$ cat config.mk
export PLATFORM = sky130hd
export DESIGN_NAME = ref_level_tracker
export DESIGN_NICKNAME = d
export VERILOG_FILES = /design/src/rtl/ref_level_tracker.sv
export SDC_FILE = /design/constraint.sdc
export NUM_CORES = 1
export LEC_CHECK = 0
export CORE_MARGIN = 10
export CORE_UTILIZATION = 58
export CTS_CLUSTER_DIAMETER = 60
export DETAILED_ROUTE_END_ITERATION = 7
export GPL_TIMING_DRIVEN = 0
export PLACE_DENSITY = 0.8
export SYNTH_ARGS = -nofsm -noshare
export SYNTH_HDL_FRONTEND = slang
export SYNTH_SLANG_ARGS = --single-unit
export TNS_END_PERCENT = 1
$ cat constraint.sdc
create_clock -name clk -period 8.4 [get_ports clk]
set_input_delay 2.52 -clock clk [delete_from_list [all_inputs] [get_ports clk]]
set_output_delay 2.52 -clock clk [all_outputs]
set_load 0.02 [all_outputs]
$ cat src/rtl/ref_level_tracker.sv
// Adaptive 4-PAM reference-level tracker: windowed mean of |dec_var| drives the
// slicer thresholds, alongside a windowed mean-squared decision error.
module ref_level_tracker #(
    parameter int                 LOG2_N   = 10,
    parameter logic signed [17:0] INIT_REF = 18'sd32768
) (
    input  logic               clk,
    input  logic               reset,
    input  logic               sym_en,
    input  logic               freeze,
    input  logic signed [17:0] dec_var,
    input  logic signed [17:0] out_map_out,
    output logic signed [17:0] ref_level,
    output logic        [17:0] err_power,
    output logic               update,
    output logic               locked
);

    localparam int ACC_W = 18 + LOG2_N;

    typedef enum logic {WARMUP, TRACK} state_t;

    state_t             state;
    logic               v1;
    logic        [17:0] abs_q;
    logic signed [17:0] e_q;
    logic [ACC_W-1:0]   acc_abs;
    logic [ACC_W-1:0]   acc_err;
    logic [LOG2_N-1:0]  cnt;

    logic        [17:0] abs_next;
    logic signed [18:0] diff;
    logic signed [17:0] e_next;
    logic signed [35:0] prod;
    logic        [35:0] sq_shift;
    logic        [17:0] sq;
    logic [ACC_W-1:0]   sum_abs;
    logic [ACC_W-1:0]   sum_err;
    logic               close;

    // Magnitude and error of the incoming symbol, both clamped into 1s17.
    always_comb begin
        abs_next = 18'd0;
        if (dec_var == -18'sd131072)
            abs_next = 18'd131071;
        else if (dec_var[17])
            abs_next = $unsigned(-dec_var);
        else
            abs_next = $unsigned(dec_var);

        diff   = {dec_var[17], dec_var} - {out_map_out[17], out_map_out};
        e_next = diff[17:0];
        case ({diff[18], diff[17]})
            2'b01:   e_next = 18'sh1FFFF;
            2'b10:   e_next = 18'sh20000;
            default: e_next = diff[17:0];
        endcase
    end

    always_comb begin
        prod     = e_q * e_q;
        sq_shift = $unsigned(prod) >> 17;
        sq       = (|sq_shift[35:18]) ? 18'h3FFFF : sq_shift[17:0];
        sum_abs  = acc_abs + {{LOG2_N{1'b0}}, abs_q};
        sum_err  = acc_err + {{LOG2_N{1'b0}}, sq};
        close    = v1 && (cnt == {LOG2_N{1'b1}});
    end

    always_ff @(posedge clk or posedge reset) begin
        if (reset) begin
            v1    <= 1'b0;
            abs_q <= 18'd0;
            e_q   <= 18'sd0;
        end else begin
            v1 <= sym_en;
            if (sym_en) begin
                abs_q <= abs_next;
                e_q   <= e_next;
            end
        end
    end

    // Accumulation, window close and lock state; the closing sample is folded
    // into the published means in the same cycle it is absorbed.
    always_ff @(posedge clk or posedge reset) begin
        if (reset) begin
            state     <= WARMUP;
            acc_abs   <= '0;
            acc_err   <= '0;
            cnt       <= '0;
            ref_level <= INIT_REF;
            err_power <= 18'd0;
            update    <= 1'b0;
            locked    <= 1'b0;
        end else begin
            update <= 1'b0;
            if (v1) begin
                if (close) begin
                    acc_abs   <= '0;
                    acc_err   <= '0;
                    cnt       <= '0;
                    err_power <= sum_err[ACC_W-1:LOG2_N];
                    update    <= 1'b1;
                    if (!freeze)
                        ref_level <= $signed(sum_abs[ACC_W-1:LOG2_N]);
                    case (state)
                        WARMUP: begin
                            state  <= TRACK;
                            locked <= 1'b1;
                        end
                        default: locked <= 1'b1;
                    endcase
                end else begin
                    acc_abs <= sum_abs;
                    acc_err <= sum_err;
                    cnt     <= cnt + 1'b1;
                end
            end
        end
    end

endmodule

## Word level (Yosys, flattened, before mapping)

Cells that the tools add are included.
W data, S select, Z words.

- Register bits after elaboration: 141
- Latch bits: 0
- Bits in writable memories: 0
- Memory bits (read-only): 0
- Input bits: 40
- Output and inout bits: 38
- Logic and storage cells: 33
- Memories: 0

- Add/subtract/negate cells: 5
- Multipliers: 1
- Divide/modulo/power cells: 0
- $lt $le $gt $ge: 0
- Equality and inequality tests: 4
- Shift operators: 0
- Multiplexer cells: 9
- Bitwise logic cells: 1
- Reductions and logical operators: 3

Operators by type and width:

| operator | number |
|---|---|
| $add A28 B18 Y28 | 2 |
| $mux W28 | 2 |
| $mux W18 | 3 |
| $mul A18 B18 Y36 | 1 |
| $pmux W18 S2 | 1 |
| $sub A18 B18 Y19 | 1 |
| $eq A18 B18 Y1 const B | 1 |
| $neg A18 Y18 | 1 |
| $add A10 B1 Y10 const B | 1 |
| $eq A10 B10 Y1 const B | 1 |
| $mux W10 | 1 |
| $reduce_and A3 Y1 | 1 |
| $eq A2 B1 Y1 const B | 1 |
| $eq A2 B2 Y1 const B | 1 |
| $mux W1 | 2 |
| $reduce_and A2 Y1 | 1 |
| $logic_and A1 B1 Y1 | 1 |
| $not A1 Y1 | 1 |

## Longest topological paths before layout

Gate-level depths: netlist of the first run.

- Depth in word-level cells: 4
- Gate-level depth with buffers: 37
- Gate-level depth less buffers: 35

## Worst setup path after synthesis of the first run

Ideal clock, no wire load.

- Kind: flip-flop to flip-flop
- Start: register e_q[17]
- End: register err_power[12]
- Setup time: 0.134 ns
- Arrival time: 8.273 ns
- Data required time: 8.266 ns
- Path slack: -0.007 ns
- Cell stages (with the launch flop): 32
- Path buffers: 2
- Period minus slack after synthesis: 8.407 ns
- Cells stage by stage: dfrtp_1 > clkbuf_1 > buf_1 > nand2_1 > fa_1 > inv_1 > fa_1 > fa_1 > inv_1 > fa_1 > inv_1 > fa_1 > fa_1 > ha_1 > a21o_1 > a21oi_1 > nor2_1 > or2_2 > a311o_1 > xnor2_2 > nand2b_1 > ha_1 > fa_1 > a21oi_1 > o22a_1 > a211o_1 > a31oi_1 > a211oi_1 > nor2_1 > nand2_1 > xor2_1 > o21ai_0

- Word-level cells in the longest chain between the ends: 3

Ends and longest elaborated chain:

| element | RTL line | RTL |
|---|---|---|
| start: declaration | 26 | `logic signed [17:0] e_q;` |
| start signal: assignment | 78 | `e_q <= e_next;` |
| $mul A18 B18 Y36 | 61 | `prod = e_q * e_q;` |
| $mux W18 | 63 | `sq = (\|sq_shift[35:18]) ? 18'h3FFFF : sq_shift[17:0];` |
| $add A28 B18 Y28 | 65 | `sum_err = acc_err + {{LOG2_N{1'b0}}, sq};` |
| end signal: assignment | 102 | `err_power <= sum_err[ACC_W-1:LOG2_N];` |
| end: declaration | 14 | `output logic [17:0] err_power,` |

No other way between the ends.
A chain may end at the register's enable or synchronous reset.

## Worst setup path in the final report of the first run

- Start: register e_q[5]
- End: register err_power[16]

The elaborated chain is that of the path after synthesis.

==> results of run 1 <==
-- path summary, 6_finish.rpt --
kind	cells after the start	slack, ps	from	end
setup / recovery	34	-90	e_q[5]	err_power[16]
hold / removal	1	480	locked	locked
setup reg to reg	34	-90	e_q[5]	err_power[16]
hold reg to reg	1	480	locked	locked
max in group asynchronous	3	5060	reset	acc_err[25]
min in group asynchronous	2	2500	reset	acc_abs[9]
-- final cells by class --
type / instances / area (um^2) / share of cell area [%]
Multi-Input combinational cell: 1436 / 14500 / 62.9
Sequential cell: 141 / 3540 / 15.3
Inverter: 472 / 1800 / 7.80
Timing Repair Buffer: 164 / 1540 / 6.67
Tap cell: 442 / 553 / 2.39
Buffer: 69 / 518 / 2.24
Clock buffer: 18 / 429 / 1.85
Clock inverter: 14 / 204 / 0.881
-- placed cells by master, fill, tap and decap left out, types with 61 or more instances in the layout --
cell	n
nor2_1	101
clkdlybuf4s50_1	77
inv_1	447
ha_1	143
o21ai_0	78
fa_1	290
xnor2_1	61
dfrtp_1	129
nand2_1	173
a21oi_1	92
buf_4	80
-- cell families (layout without fill, tap and decap cells) --
kind of cell	Yosys count	in the layout
compound gates	353	353
xor+xnor	113	114
fa+ha+maj	465	465
buf+inv	542	737
flops	141	141
mux	11	11
simple gates	493	493
-- stage by stage --
step | hold slack [ps] | setup WS (ps)
2_1_floorplan | 444 | 115
3_3_place_gp | 452 | -1810
3_5_place_dp | 464 | -2080
4_1_cts | 488 | -3.78
5_1_grt | 504 | -397
6_report | 478 | -94.2
-- sequential cells by signal, summed over array words and instances (netlist names) --
register   flops
abs_q         18
acc_abs       28
acc_err       28
cnt           10
e_q           18
err_power     18
locked         1
ref_level     18
update         1
v1             1
-- layer usage --
metal  vias up  track usage (%)  wire length (um)
met2       603             41.8             25800
li1       7029                -                 -
met4         0             9.43              2540
met1      7707             30.0             20200
met5         -                0                 0
met3       191             3.60              3400
-- timing repair --
action,CTS,global route
hold buffers,0,0
setup endpoints to repair,45,36
gates cloned,1,2
pin swaps,23,95
resized for setup,120,208
setup buffers,23,61
==> reports/metrics.cfg, run 1 <==
[run_status]
violations=setup timing
status=finished, violations left

[run]
max_cap_viol_count=0

[global_routing]
grt_pass1_wl_um=81600
grt.total_usage_pct=24.2
overflow=0
grt_max_degree=102
grt_pass1_vias=16500
antenna_found_initial=0

[layout]
drive_above_1_share_pct=14.3
final_nets=2806
fillers=2269
finalNonFillerCells=2756
area_growth_pct=19.9
utilization_pct=70.8
design_area_mm2=0.0231
diodes=0

[sta]
period_minus_slack_ps=8490
rsz0062_at_grt=true
setup_viol_count_final=8
fin_ws_ps=-94.2
slew_violations=0
setup_tns_ps=-345
clock.fmax_mhz=118
period_share_pct=101
slew-limit-headroom_pct=38.1
worstMarginPinSlew_ps=920
skew_ps=11.7
final_hold_viol_count=0

[synthesis]
ys_seq_area_share_pct=18.3
yosys.area_share.simple_pct=11.8
synth_adder_area_share_pct=41.9
synth_compound_area_share_pct=11.6
synth_common_cells=inv_1 (471), fa_1 (302), nand2_1 (198)
synth_cells=2118
synth_area_leader_cell=fa_1
syn_nets=2623
syn-mean-instance-area_um2=9.11
synthTopCellsByArea=fa_1 (31%), dfrtp_1 (18%), ha_1 (11%)
synthMuxAreaShare_pct=0.596
synthDistinctLibCells=67
synth_warnings=0
syn-cell-area_mm2=0.0193
synth_edf_count=0
synth_top_family_by_area=adder cells
yosysMostFrequentCell=inv_1
synthFlopType=dfrtp_1
netlist.area_leader.share_pct=31.3
synth.ff_latch_count=141
synth-xor-area-share_pct=5.17
synthArstFlopShare_pct=100

[setup_path]
critPathArrivalTime_ps=8780
cp_top_family=adder cells
slowest_stage=fa_1
worst-path-buf-inv=6
max_stage_delay_ps=550
cp-end-kind=flip-flop
cp-start-kind=flip-flop
critical_path_class=reg -> reg
path_max_fanout=10
cp.required_ps=8690

[die]
die_w_um=202
rows=66
die_h_um=202
start_util_pct=59.0
ios=78
coreArea_mm2=0.0327
die-area_mm2=0.0410

[route]
route.detailed.drc=0
vias=15500
avgRoutedWirePerCell_um=18.8
antenna_left=0
wirelength_um=51900
viasPerCell=5.63
first_pass_iters=6
drt-initial-drc-count=1132

[clock_tree]
tritoncts=built
cts.clk_slew.worst_paths_ps=60
numCtsBuffers=17
cts_sinks=141
htree_levels=4
insertion_delay_ps=430
cts_root_buf=clkbuf_16
clock_path_buffers=2

[worst_hold_path]
hold_class=reg -> reg

[placement]
gp_congestion=0.980
place.port_buffers=77
place_inst=2638
hpwl_um=37900
placed_area_mm2=0.0207

Power of run 1 is not shown: default switching activity piles up to over one toggle a cycle in this logic, so the estimate is an artifact.
==> inputs of run 2 (changes only) <==
--- a/config.mk
+++ b/config.mk
@@ -9,7 +9,6 @@
 export CORE_UTILIZATION = 58
 export CTS_CLUSTER_DIAMETER = 60
 export DETAILED_ROUTE_END_ITERATION = 7
-export GPL_TIMING_DRIVEN = 0
 export PLACE_DENSITY = 0.8
 export SYNTH_ARGS = -nofsm -noshare
 export SYNTH_HDL_FRONTEND = slang
==> reports/metrics.cfg, run 2 (synthesis gave the netlist of run 1 again) <==
[layout]
diodes=0  ; unchanged
final_nets=2770  ; -1.3%
fillers=2438  ; +7.4%
final_common_cell=inv_1
finalNonFillerCells=2719  ; -1.3%
largestRegisters=acc_abs x28, acc_err x28
final_cell_mix=inv_1 (465), fa_1 (295), nand2_1 (189)
design_area_mm2=0.0222  ; -3.9%
area_growth_pct=15.2
drive_above_1_share_pct=11.3  ; -2.9 points

[die]
die_h_um=202  ; unchanged
ios=78  ; unchanged
rows=66  ; unchanged
coreArea_mm2=0.0327  ; unchanged
die_w_um=202  ; unchanged
die-area_mm2=0.0410  ; unchanged
start_util_pct=59.0  ; unchanged

[global_routing]
antenna_found_initial=0  ; unchanged
grt_pass1_wl_um=78000  ; -4.4%
grt.total_usage_pct=23.1  ; -1.1 points
grt_max_degree=84  ; -18%
grt_pass1_vias=16400  ; -0.097%
overflow=0  ; unchanged

[route]
vias=15000  ; -3.2%
avgRoutedWirePerCell_um=17.2  ; -8.9%
drt-initial-drc-count=840  ; -26%
route.detailed.drc=0  ; unchanged
antenna_left=0  ; unchanged
wirelength_um=46700  ; -10%
first_pass_iters=5  ; -1
viasPerCell=5.53  ; -1.9%

[clock_tree]
cts_root_buf=clkbuf_16
numCtsBuffers=17  ; unchanged
clock_path_buffers=2  ; unchanged
tritoncts=built
cts_sinks=141  ; unchanged
insertion_delay_ps=440  ; about the same
ctsHoldBuffers=0  ; unchanged
cts.clk_slew.worst_paths_ps=60  ; about the same
htree_levels=4  ; unchanged

[sta]
setup_viol_count_final=0  ; -8
clock.fmax_mhz=123  ; +4.6%
period_minus_slack_ps=8120  ; -373 ps
slew-limit-headroom_pct=26.7  ; -11 points
final_hold_viol_count=0  ; unchanged
period_share_pct=96.7  ; -4.4 points
skew_ps=11.9  ; +0.208 ps
worstMarginPinSlew_ps=1100  ; +179 ps
slew_violations=0  ; unchanged
fin_ws_ps=279  ; +373 ps

[placement]
place_inst=2657  ; +0.72%
placed_area_mm2=0.0210  ; +1.8%
dp_slack_ps=-165  ; +1920 ps
hpwl_um=36600  ; -3.6%
place.port_buffers=77  ; unchanged
gp_congestion=0.938  ; -4.3%

[setup_path]
max_stage_delay_ps=580  ; +30 ps
cp-start-kind=flip-flop
cp.required_ps=8690  ; about the same
critPathArrivalTime_ps=8410  ; -370 ps
cp-end-kind=flip-flop
path_max_fanout=11  ; +1
slowest_stage=fa_2
critical_path_class=reg -> reg

[run]
max_cap_viol_count=0  ; unchanged

[run_status]
status=finished clean

[worst_hold_path]
hold_class=reg -> reg

==> run 2: metal layers <==
| metal | vias up | wire length, um | track usage (%) |
|---|---|---|---|
| met1 | 7530 | 18400 | 27.3 |
| met2 | 440 | 24400 | 41.4 |
| li1 | 6950 | - | - |
| met5 | - | 0 | 0 |
| met4 | 0 | 1630 | 9.57 |
| met3 | 117 | 2270 | 3.26 |
==> run 2: path summary, 6_finish.rpt <==
| kind | from | endpoint | slack (ps) | depth (start not counted) |
|---|---|---|---|---|
| hold / removal | locked | locked | 470 | 1 |
| hold reg to reg | locked | locked | 470 | 1 |
| min in group asynchronous | reset | ref_level[1] | 2610 | 2 |
| setup / recovery | e_q[17] | err_power[17] | 280 | 31 |
| setup reg to reg | e_q[17] | err_power[17] | 280 | 31 |
| max in group asynchronous | reset | acc_abs[19] | 4500 | 3 |
==> run 2: critical path, delay by kind of cell (launching register included) <==
family	cells	cell delay, ps
compound gates	7	1290
xor+xnor	2	350
flops	1	440
buf+inv	8	960
simple gates	6	1140
fa+ha+maj	8	3800
==> run 2: through the flow <==
stage                     hold slack (ps)  setup TNS [ps]  utilization (%)
final                                 473               0             68.0
after global routing                  483            -482             68.0
after CTS                             474               0             66.2
after detailed placement              458           -1710             64.3
after global placement                448               0             64.3
after floorplan                       444               0                -
==> run 2: layout make-up <==
class / count / area (um^2) / share of cell area (%)
multi-input cells: 1435 / 14100 / 63.3
well taps: 442 / 553 / 2.49
inverters: 472 / 1780 / 8.01
clock buffers: 18 / 429 / 1.93
flip-flops and latches: 141 / 3540 / 15.9
clock inverters: 13 / 140 / 0.630
repair buffers: 198 / 1720 / 7.73
==> run 2: what timing repair did <==
| action | in CTS | in global routing |
|---|---|---|
| gates resized for setup | 11 | 94 |
| endpoints found under the setup margin | 22 | 35 |
| pin swaps | 1 | 39 |
| setup buffers | 0 | 31 |
Power of run 2 is left out for the same reason.
